<file path="config.mk">
export PLATFORM = sky130hd
export DESIGN_NAME = uart_rx_baud_ctrl
export DESIGN_NICKNAME = d
export VERILOG_FILES = /design/src/rtl/uart_rx_baud_ctrl.sv
export SDC_FILE = /design/constraint.sdc
export NUM_CORES = 1
export LEC_CHECK = 0
export CELL_PAD_IN_SITES_DETAIL_PLACEMENT = 0
export CELL_PAD_IN_SITES_GLOBAL_PLACEMENT = 1
export CORE_MARGIN = 4
export CORE_UTILIZATION = 26
export DETAILED_ROUTE_END_ITERATION = 8
export GPL_TIMING_DRIVEN = 0
export PLACE_DENSITY = 0.84
export SLEW_MARGIN = 15
export SYNTH_ARGS = -nofsm -noshare
export SYNTH_HDL_FRONTEND = slang
export SYNTH_SLANG_ARGS = --single-unit
</file>
<file path="constraint.sdc">
create_clock -name clk -period 1 [get_ports clk]
set_input_delay 0.2 -clock clk [delete_from_list [all_inputs] [get_ports clk]]
set_output_delay 0.2 -clock clk [all_outputs]
set_load 0.01 [all_outputs]
</file>
<file path="src/rtl/uart_rx_baud_ctrl.sv">
// Baud configuration controller and one-deep byte buffer for uart_rx.
// Autobaud (0x55 sync measurement) is built only when UART_RX_AUTOBAUD_EN is defined.
module uart_rx_baud_ctrl #(
    parameter logic [15:0] DEF_BIT_DUR  = 16'd433,
    parameter logic [1:0]  DEF_STOPBITS = 2'b01,
    parameter logic [15:0] AB_MIN       = 16'd15
) (
    input  logic        clk,
    input  logic        rst,
    input  logic        rx,
    input  logic        cfg_we,
    input  logic [15:0] cfg_bit_duration,
    input  logic [1:0]  cfg_stopbits,
    input  logic        ab_start,
    input  logic [7:0]  rx_data,
    input  logic        rx_data_ready,
    output logic [15:0] bit_duration,
    output logic [15:0] start_bit_duration,
    output logic [1:0]  stopbits,
    output logic        rx_rst,
    output logic        busy,
    output logic        locked,
    output logic        ab_error,
    output logic [7:0]  byte_data,
    output logic        byte_valid,
    input  logic        byte_ready,
    output logic        overrun
);

    logic [15:0] bit_dur_q, bit_dur_d;
    logic [1:0]  stopbits_q, stopbits_d;
    logic        locked_q, locked_d;
    logic        ab_error_q, ab_error_d;
    logic        overrun_q, overrun_d;
    logic        cfg_pulse_q, cfg_pulse_d;
    logic [7:0]  data_q, data_d;
    logic        valid_q, valid_d;
    logic        cap_en;

`ifdef UART_RX_AUTOBAUD_EN
    typedef enum logic [2:0] {
        StIdle, StAbWaitHigh, StAbWaitEdge, StAbMeasure, StAbWaitStop
    } state_e;

    state_e      state_q, state_d;
    logic        rx_meta_q, rxs_q, rxs_prev_q;
    logic [18:0] cnt_q, cnt_d, cnt_plus;
    logic [1:0]  edges_q, edges_d;
    logic        seen_q, seen_d;
    logic        fall, rise, stop_done;
    logic [15:0] meas;

    assign fall      = rxs_prev_q & ~rxs_q;
    assign rise      = ~rxs_prev_q & rxs_q;
    assign cnt_plus  = cnt_q + 19'd1;
    assign meas      = cnt_plus[18:3];
    assign stop_done = (state_q == StAbWaitStop) && seen_q && rxs_q &&
                       (cnt_q == {3'b000, bit_dur_q});
    assign busy      = (state_q != StIdle);
    // Release uart_rx in the very cycle the stop-bit timer expires.
    assign rx_rst    = cfg_pulse_q | (busy & ~stop_done);
    assign ab_error  = ab_error_q;
    assign cap_en    = (state_q == StIdle) && !rx_rst;

    always_ff @(posedge clk) begin
        if (rst) begin
            state_q    <= StIdle;
            rx_meta_q  <= 1'b1;
            rxs_q      <= 1'b1;
            rxs_prev_q <= 1'b1;
            cnt_q      <= '0;
            edges_q    <= '0;
            seen_q     <= 1'b0;
        end else begin
            state_q    <= state_d;
            rx_meta_q  <= rx;
            rxs_q      <= rx_meta_q;
            rxs_prev_q <= rxs_q;
            cnt_q      <= cnt_d;
            edges_q    <= edges_d;
            seen_q     <= seen_d;
        end
    end
`else
    logic unused_ab;
    assign unused_ab = ^{rx, ab_start};
    assign busy      = 1'b0;
    assign ab_error  = 1'b0;
    assign rx_rst    = cfg_pulse_q;
    assign cap_en    = !rx_rst;
`endif

    always_comb begin
        bit_dur_d   = bit_dur_q;
        stopbits_d  = stopbits_q;
        locked_d    = locked_q;
        ab_error_d  = ab_error_q;
        overrun_d   = overrun_q;
        cfg_pulse_d = 1'b0;
        data_d      = data_q;
        valid_d     = valid_q;
`ifdef UART_RX_AUTOBAUD_EN
        state_d     = state_q;
        cnt_d       = cnt_q;
        edges_d     = edges_q;
        seen_d      = seen_q;

        unique case (state_q)
            StIdle: begin
                if (ab_start) begin
                    state_d    = StAbWaitHigh;
                    ab_error_d = 1'b0;
                    overrun_d  = 1'b0;
                end
            end
            StAbWaitHigh: begin
                if (rxs_q) state_d = StAbWaitEdge;
            end
            StAbWaitEdge: begin
                if (fall) begin
                    cnt_d   = '0;
                    edges_d = '0;
                    state_d = StAbMeasure;
                end
            end
            StAbMeasure: begin
                cnt_d = cnt_plus;
                if (cnt_q == '1) begin
                    ab_error_d = 1'b1;
                    state_d    = StIdle;
                end else if (fall && edges_q == 2'd3) begin
                    // cnt_plus includes this edge cycle: eight full bit times.
                    if (meas < AB_MIN + 16'd1) begin
                        ab_error_d = 1'b1;
                        state_d    = StIdle;
                    end else begin
                        bit_dur_d = meas - 16'd1;
                        locked_d  = 1'b1;
                        seen_d    = 1'b0;
                        state_d   = StAbWaitStop;
                    end
                end else if (fall) begin
                    edges_d = edges_q + 2'd1;
                end
            end
            StAbWaitStop: begin
                if (rise) begin
                    cnt_d  = 19'd1;
                    seen_d = 1'b1;
                end else if (seen_q) begin
                    if (fall) begin
                        ab_error_d = 1'b1;
                        state_d    = StIdle;
                    end else if (stop_done) begin
                        state_d = StIdle;
                    end else begin
                        cnt_d = cnt_plus;
                    end
                end
            end
            default: state_d = StIdle;
        endcase
`endif

        if (cfg_we) begin
            bit_dur_d   = cfg_bit_duration;
            stopbits_d  = cfg_stopbits;
            locked_d    = 1'b1;
            ab_error_d  = 1'b0;
            overrun_d   = 1'b0;
            cfg_pulse_d = 1'b1;
`ifdef UART_RX_AUTOBAUD_EN
            state_d     = StIdle;
`endif
        end

        if (valid_q && byte_ready) valid_d = 1'b0;
        if (cap_en && rx_data_ready) begin
            if (!valid_q || byte_ready) begin
                data_d  = rx_data;
                valid_d = 1'b1;
            end else begin
                overrun_d = 1'b1;
            end
        end
    end

    always_ff @(posedge clk) begin
        if (rst) begin
            bit_dur_q   <= DEF_BIT_DUR;
            stopbits_q  <= DEF_STOPBITS;
            locked_q    <= 1'b0;
            ab_error_q  <= 1'b0;
            overrun_q   <= 1'b0;
            cfg_pulse_q <= 1'b0;
            data_q      <= '0;
            valid_q     <= 1'b0;
        end else begin
            bit_dur_q   <= bit_dur_d;
            stopbits_q  <= stopbits_d;
            locked_q    <= locked_d;
            ab_error_q  <= ab_error_d;
            overrun_q   <= overrun_d;
            cfg_pulse_q <= cfg_pulse_d;
            data_q      <= data_d;
            valid_q     <= valid_d;
        end
    end

    assign bit_duration       = bit_dur_q;
    assign start_bit_duration = {1'b0, bit_dur_q[15:1]};
    assign stopbits           = stopbits_q;
    assign locked             = locked_q;
    assign overrun            = overrun_q;
    assign byte_data          = data_q;
    assign byte_valid         = valid_q;

endmodule
</file>
== After elaboration in Yosys (flattened, before gate mapping) ==
Index checks and enable logic that the tools add are counted.

* Add/sub/neg operators: 0
* Multipliers: 0
* Divide/modulo/power cells: 0
* Magnitude comparators: 0
* Equality and inequality tests: 0
* Shift-type cells: 0
* Mux-type cells: 7
* Bitwise logic cells: 0
* Reductions and logical operators: 6

{| class="wikitable"
|+ Operator list
! operator !! number
|-
| 1-bit two-way mux || 7
|-
| 1-bit logical AND || 2
|-
| 1-bit logical NOT || 2
|-
| 2-bit AND reduction || 1
|-
| 1-bit logical OR || 1
|}

* Register bits: 30
* Bits in latches: 0
* Bits in writable memories: 0
* Memory bits (read-only): 0
* Memories kept: 0

== Longest topological paths before layout ==
Gate-level depths: netlist of the first run.

* Word-level depth: 4
* Mapped depth: 5
* Gate-level depth less buffers: 3

== Worst setup path before layout of the first run ==
OpenSTA, ideal clock, no wires.

* Path type: register to register
* Start point: register cfg_pulse_q, in the netlist rx_rst
* End point: register data_q[0], in the netlist byte_data[0]
* Arrival time: 875 ps
* Required time: 928 ps
* Setup slack: 54 ps
* Cell stages (with the launch flop): 5
* Period minus slack after synthesis: 946 ps
* Path through: dfxtp_1 > nand2b_4 > nor2b_4 > buf_6 > mux2i_1

* Cells in the longest elaborated chain, start to end: 3

{| class="wikitable"
|+ RTL lines
! element !! RTL line !! source
|-
| from (decl) || 35 || <nowiki>logic cfg_pulse_q, cfg_pulse_d;</nowiki>
|-
| from (signal assigned) || 204 || <nowiki>cfg_pulse_q <= cfg_pulse_d;</nowiki>
|-
| 1-bit logical NOT || 90 || <nowiki>assign cap_en = !rx_rst;</nowiki>
|-
| 1-bit logical AND || 178 || <nowiki>if (cap_en && rx_data_ready) begin</nowiki>
|-
| 2-bit AND reduction (no source line) || - ||
|-
| to (signal assigned) || 205 || <nowiki>data_q <= data_d;</nowiki>
|-
| to (decl) || 36 || <nowiki>logic [7:0] data_q, data_d;</nowiki>
|}

Every way passes these cells.
A chain may end at the register's enable or synchronous reset.

== Worst setup path after layout of the first run ==
* Start point: register bit_dur_q[3], in the netlist bit_duration[3]
* End point: output start_bit_duration[2]

{| class="wikitable"
|+ RTL lines
! element !! RTL line !! source
|-
| from (decl) || 30 || <nowiki>logic [15:0] bit_dur_q, bit_dur_d;</nowiki>
|-
| from (signal assigned) || 199 || <nowiki>bit_dur_q <= bit_dur_d;</nowiki>
|-
| to (decl) || 18 || <nowiki>output logic [15:0] start_bit_duration,</nowiki>
|}

No word-level cell between the ends.

==> results of run 1 <==
## logic make-up after synthesis
family	Yosys count	share of synthesized area (%)
flip-flops	30	45.63
AO/OA/AOI/OAI	8	5.038
buffers and inverters	27	15.68
AND/OR/NAND/NOR	41	18.16
multiplexers	20	15.21
other	1	0.2849
## repair_timing
item	4_1_cts	5_1_grt
buffers inserted	2	0
setup endpoints to repair	53	24
pin swaps	0	0
cloned	0	0
resized for setup	232	4
## path summary, 6_finish.rpt
check / cells after the start / slack, ns / from / to
setup reg to reg: 4 / 0.01 / rx_rst / byte_data[1]
setup / recovery: 2 / -0.02 / bit_duration[3] / start_bit_duration[2]
hold reg to reg: 2 / 0.46 / locked / locked
hold / removal: 2 / 0.23 / rst / bit_duration[5]
## power groups by stage
stage	combinational [mW]	sequential, mW	clock [mW]
after CTS	0.650	1.33	1.28
after global placement	0.670	1.34	0
after global routing	0.647	1.35	1.33
final	0.599	1.33	1.23
after detailed placement	0.674	1.34	0
after floorplan	0.273	1.38	0
## sequential cells by signal, summed over array words and instances (netlist names)
| signal | flops |
|---|---|
| stopbits | 2 |
| locked | 1 |
| byte_valid | 1 |
| byte_data | 8 |
| overrun | 1 |
| bit_duration | 16 |
| rx_rst | 1 |
## routing by layer
layer / vias to the layer above / wire [um] / share of wire [%]
met5: - / 0 / 0
met4: 0 / 33 / 1.0
met3: 5 / 271 / 8.2
met2: 42 / 1687 / 51
met1: 473 / 1309 / 40
li1: 534 / - / -
## area by class of cell
type / count / area share [%]
clock buffer: 6 / 3.880
timing repair buffer: 75 / 29.92
multi-input combinational: 72 / 24.28
tap: 67 / 3.939
buffer: 16 / 7.055
clock inverter: 1 / 1.411
inverter: 1 / 0.1764
sequential: 30 / 29.34
## placed cells by master, fill, tap and decap left out, drive strengths merged
cell	netlist	layout
clkdlybuf4s50	0	26
nor2b	7	7
nand2b	18	18
buf	26	63
mux2i	20	20
clkbuf	0	6
dfxtp	30	30
conb	1	3
dlygate4sd2	0	2
bufinv	0	1
a211o	6	6
a21oi	1	1
inv	1	1
a2bb2oi	1	1
nor2	16	16
==> metrics.txt, run 1 <==
Seq. cell area between 600 and 700 sq um; Final Hold Viols 0; synth unique cells 15; vias in the first global route 1067; post-synthesis sequential area ratio between 40% and 50%; total track usage 11.01%; initial drt markers 5; ys async rst share 0%; Vias per Instance ~4; CP Max Fanout 3; first-pass GRT wire length 5.278 mm; CP cell instances buf_6, buf_6; Final Slew Violations 0; synth-to-layout area growth 61.69%; Critical Path Sink Type output port; failing checks setup timing; CP most frequent cell buf_6; core footprint 4817 sq um; antenna cell count 0; Starting Density 27.32%; final std cells w/o fill 268; status complete, but fails checks; TritonCTS Buffers 5; Site Rows 25; worst min-delay path class input port to flip-flop; number of synthesized flops with an enable pin 0; Placed Cells 269; Skew-Pair Late Insertion Delay 0.27 ns; design area around 2100 sq um; Final HPWL DP 2.435 mm; Synth area leader dfxtp_1; worst setup margin -0.02345 ns; Setup CP Type flip-flop to output port; Arrival @ worst endpoint 0.82 ns; fill count 502; multi-input logic area 516.7 sq um; antenna violations before repair 0; drt drc 0; CTS max path bufs 2; max frequency 0.9771 GHz; largest net degree at the start of global routing 11; Psw a little over 0.7 mW; Final Critical Period approximately 1.0 ns; Nets 234; biggest cell delay along the critical path 0.34 ns; Flop pwr share 42.2%; Die W between 70 and 80 um; setup_tns -0.1046 ns; Worst path top cell family by delay flip-flops; fin crit share 102.3%; CTS tree done; routed via count between 1000 and 1500; Cells after Synth around 130; Area contributors post-synth dfxtp_1 (46%), mux2i_1 (15%), buf_4 (11%); unrepaired setup endpoints after global routing yes; Worst Skew 0.003105 ns; Clk pwr share between 30% and 40%; hold slack 0.2327 ns; Die Ht 79.15 um; GPL Wtd Cong around 0.66; clock slew at reported path FFs 0.06 ns; maxcap violations 0; hold_buf cts 0; Placement Setup Slack -0.3406 ns; DRT Pass-1 Iters 4; Lkg Pwr 1.002 nW; fraction of met2 tracks used by global routing roughly a fifth; M1 GR Usage between 10% and 20%; CP max stage cell dfxtp_2; layout cells sized above 1 45.77%; Logic pwr share 18.9%; YS warnings 0; H-tree level count 2; sw frac 22.62%; Final setup viols 5; startpoint types flip-flop; antenna viol nets, final 0; power consumption 3.163 mW; final core occ 44.18%; GR peak layer met2; Die Area 6265 sq um; root buffer cell clkbuf_8; IO Port Bufs 73; Seq cells post-synth 30; Bufs and invs on worst path 2; Congestion Overflow GR 0; post-synth top area share 45.63%; placed cell area 2138 sq um; PD cells 1486 nW/um^2; top_reg_cell synth dfxtp_1; Power Internal 2.447 mW; most frequent cell after synthesis dfxtp_1; syn avg cell area 10.36 sq um; most frequent cells after synthesis dfxtp_1 (30), mux2i_1 (20), buf_4 (19); worst vdd ir about 600 uV; cell area after synthesis 1316 sq um; WL/cell 12.32 um; I/O pin cnt 81; clk sink count 30; drt total wl 3.302 mm; met3 GRT Util 4.422%; Required @ worst endpoint 0.80 ns
Note: power is estimated with default switching activity, not from simulation.
==> inputs of run 2 (changes only) <==
--- a/config.mk
+++ b/config.mk
@@ -9,9 +9,11 @@
 export CELL_PAD_IN_SITES_GLOBAL_PLACEMENT = 1
 export CORE_MARGIN = 4
 export CORE_UTILIZATION = 26
+export CTS_CLUSTER_DIAMETER = 150
 export DETAILED_ROUTE_END_ITERATION = 8
 export GPL_TIMING_DRIVEN = 0
 export PLACE_DENSITY = 0.84
+export SETUP_SLACK_MARGIN = 0.1
 export SLEW_MARGIN = 15
 export SYNTH_ARGS = -nofsm -noshare
 export SYNTH_HDL_FRONTEND = slang
==> run 2 against run 1 <==
Against the previous run: the flow still finishes with violations (setup timing); final cell count increased by 5.2%; highest routed layer unchanged; non-clock buffer count rose by 13; first-iteration DRC count rose to 2.6 times the previous value; critical endpoint is now start_bit_duration[5]; largest power group unchanged; flip-flop and latch count unchanged; maximum frequency down 1.4%; critical path depth unchanged; global-route usage about the same; total power decreased by 3.2%; routed wire length increased by 0.30%; critical path type unchanged.
==> metrics.txt, run 2 (synthesis results as in run 1) <==
clock slew at reported path FFs 0.06 ns (about the same); Clk pwr share 31.9% (-7.0 points); I/O pin cnt 81 (unchanged); Final setup viols 15 (+10); Critical Path Sink Type output port; CP most frequent cell buf_6; Final Slew Violations 0 (unchanged); hold slack 0.2587 ns (+0.02598 ns); failing checks setup timing; Site Rows 25 (unchanged); design area 2434 sq um (+14%); PD cells 1258 nW/um^2 (-15%); Vias per Instance 3.961 (+0.72%); Worst path top cell family by delay flip-flops; commonest non-fill, non-tap cell in the layout buf_6; Congestion Overflow GR 0 (unchanged); CP Max Fanout 3 (unchanged); clk sink count 30 (unchanged); Arrival @ worst endpoint 0.84 ns (+0.02 ns); WL/cell 11.74 um (-4.7%); fill count 495 (-1.4%); placed cell area 2140 sq um (about the same); Psw 0.7323 mW (+2.3%); Nets 247 (+5.6%); Skew-Pair Late Insertion Delay 0.27 ns (about the same); drt total wl 3.312 mm (+0.30%); Final Critical Period 1.038 ns (+0.01447 ns); max reg flops 16 (unchanged); routed via count 1117 (+6.0%); maxcap violations 0 (unchanged); IO Port Bufs 73 (unchanged); sw frac 23.91% (+1.3 points); CP max stage cell dfxtp_4; multi-input logic area 523.0 sq um (+1.2%); setup_tns -0.3695 ns (-0.2649 ns); antenna cell count 0 (unchanged); Die Area 6265 sq um (unchanged); unrepaired setup endpoints after global routing yes; initial drt markers 13 (+8); DRT Pass-1 Iters 2 (-2); GPL Wtd Cong 0.6725 (+1.8%); core footprint 4817 sq um (unchanged); antenna violations before repair 0 (unchanged); Starting Density 27.32% (unchanged); Flop pwr share 44.2% (+2.0 points); biggest cell delay along the critical path 0.35 ns (about the same); synth-to-layout area growth 84.89%; Lkg Pwr 1.111 nW (+11%); worst vdd ir 642.5 uV (+6.8%); Final Hold Viols 0 (unchanged); Bufs and invs on worst path 2 (unchanged); Required @ worst endpoint 0.80 ns (about the same); H-tree level count 2 (unchanged); vias in the first global route 1097 (+2.8%); most frequent cells in the layout buf_6 (64), dfxtp_2 (28), clkdlybuf4s50_1 (26); total track usage 10.98% (-0.035 points); Die Ht 79.15 um (unchanged); layout cells sized above 1 54.42% (+8.6 points); worst setup margin -0.03792 ns (-0.01447 ns); Seq. cell area 643.1 sq um (+3.0%); largest net degree at the start of global routing 11 (unchanged); CTS tree done; root buffer cell clkbuf_8; first-pass GRT wire length 5.319 mm (+0.78%); TritonCTS Buffers 5 (unchanged); worst min-delay path class input port to flip-flop; drt drc 0 (unchanged); Logic pwr share 23.9% (+5.0 points); CTS max path bufs 2 (unchanged); startpoint types flip-flop; fin crit share 103.8% (+1.4 points); Power Internal 2.330 mW (-4.8%); CP cell instances buf_6, buf_6; Setup CP Type flip-flop to output port; max frequency 0.9635 GHz (-1.4%); antenna viol nets, final 0 (unchanged); Die W 79.15 um (unchanged); status complete, but fails checks; Final HPWL DP 2.432 mm (about the same); Worst Skew 0.0006447 ns (-0.002460 ns)
run 2: final timing paths:
path | start | end | slack (ns) | cells after the start
hold / removal | rst | bit_duration[5] | 0.26 | 2
setup reg to reg | rx_rst | byte_data[2] | 0 | 4
hold reg to reg | locked | locked | 0.47 | 2
setup / recovery | bit_duration[6] | start_bit_duration[5] | -0.04 | 2
run 2: area by class of cell:
cell class	instances	area share, %
Timing Repair Buffer	78	33.93
Sequential cell	30	26.43
Multi-Input combinational cell	72	21.49
Buffer	26	10.80
Clock buffer	7	3.548
Tap cell	67	3.445
Clock inverter	1	0.2057
Inverter	1	0.1542
run 2: per-layer routing:
| layer | share of wire [%] | track usage (%) | routed length, um | vias to the layer above |
|---|---|---|---|---|
| met4 | 1.5 | 4.639 | 49 | 0 |
| li1 | - | - | - | 563 |
| met5 | 0 | 0 | 0 | - |
| met2 | 49 | 18.27 | 1628 | 44 |
| met1 | 42 | 12.73 | 1379 | 505 |
| met3 | 7.6 | 3.855 | 253 | 5 |
run 2: timing repair:
| item | in CTS | in global routing |
|---|---|---|
| setup endpoints to repair | 53 | 54 |
| gates resized for setup | 262 | 14 |
| pin swaps | 0 | 1 |
| hold buffers | 0 | 0 |
| buffers inserted | 2 | 3 |
run 2: power by group through the flow:
| stage | Sequential, mW | Combinational, mW | Clock (mW) |
|---|---|---|---|
| after floorplan | 1.38 | 0.273 | 0 |
| after global placement | 1.34 | 0.667 | 0 |
| after detailed placement | 1.34 | 0.675 | 0 |
| after CTS | 1.35 | 0.709 | 1.02 |
| after global routing | 1.36 | 0.790 | 1.05 |
| final | 1.35 | 0.732 | 0.978 |
run 2: per-stage QoR:
stage | cells | setup slack, ns | total power [mW] | utilization [%]
finish | 282 | -0.03792 | 3.062 | 50.52
global route | 282 | -0.06887 | 3.206 | 50.52
CTS | 279 | -0.03974 | 3.084 | 48.70
detailed placement | 269 | -0.3386 | 2.020 | 44.42
global placement | 269 | -0.3324 | 2.010 | 44.42
floorplan | 129 | 0.06396 | 1.649 | -
==> inputs of run 3 (changes only) <==
--- a/config.mk
+++ b/config.mk
@@ -5,6 +5,7 @@
 export SDC_FILE = /design/constraint.sdc
 export NUM_CORES = 1
 export LEC_CHECK = 0
+export CAP_MARGIN = 20
 export CELL_PAD_IN_SITES_DETAIL_PLACEMENT = 0
 export CELL_PAD_IN_SITES_GLOBAL_PLACEMENT = 1
 export CORE_MARGIN = 4
==> results of run 3 <==
No change in the layout: final DEF, timing and power equal those of run 2.
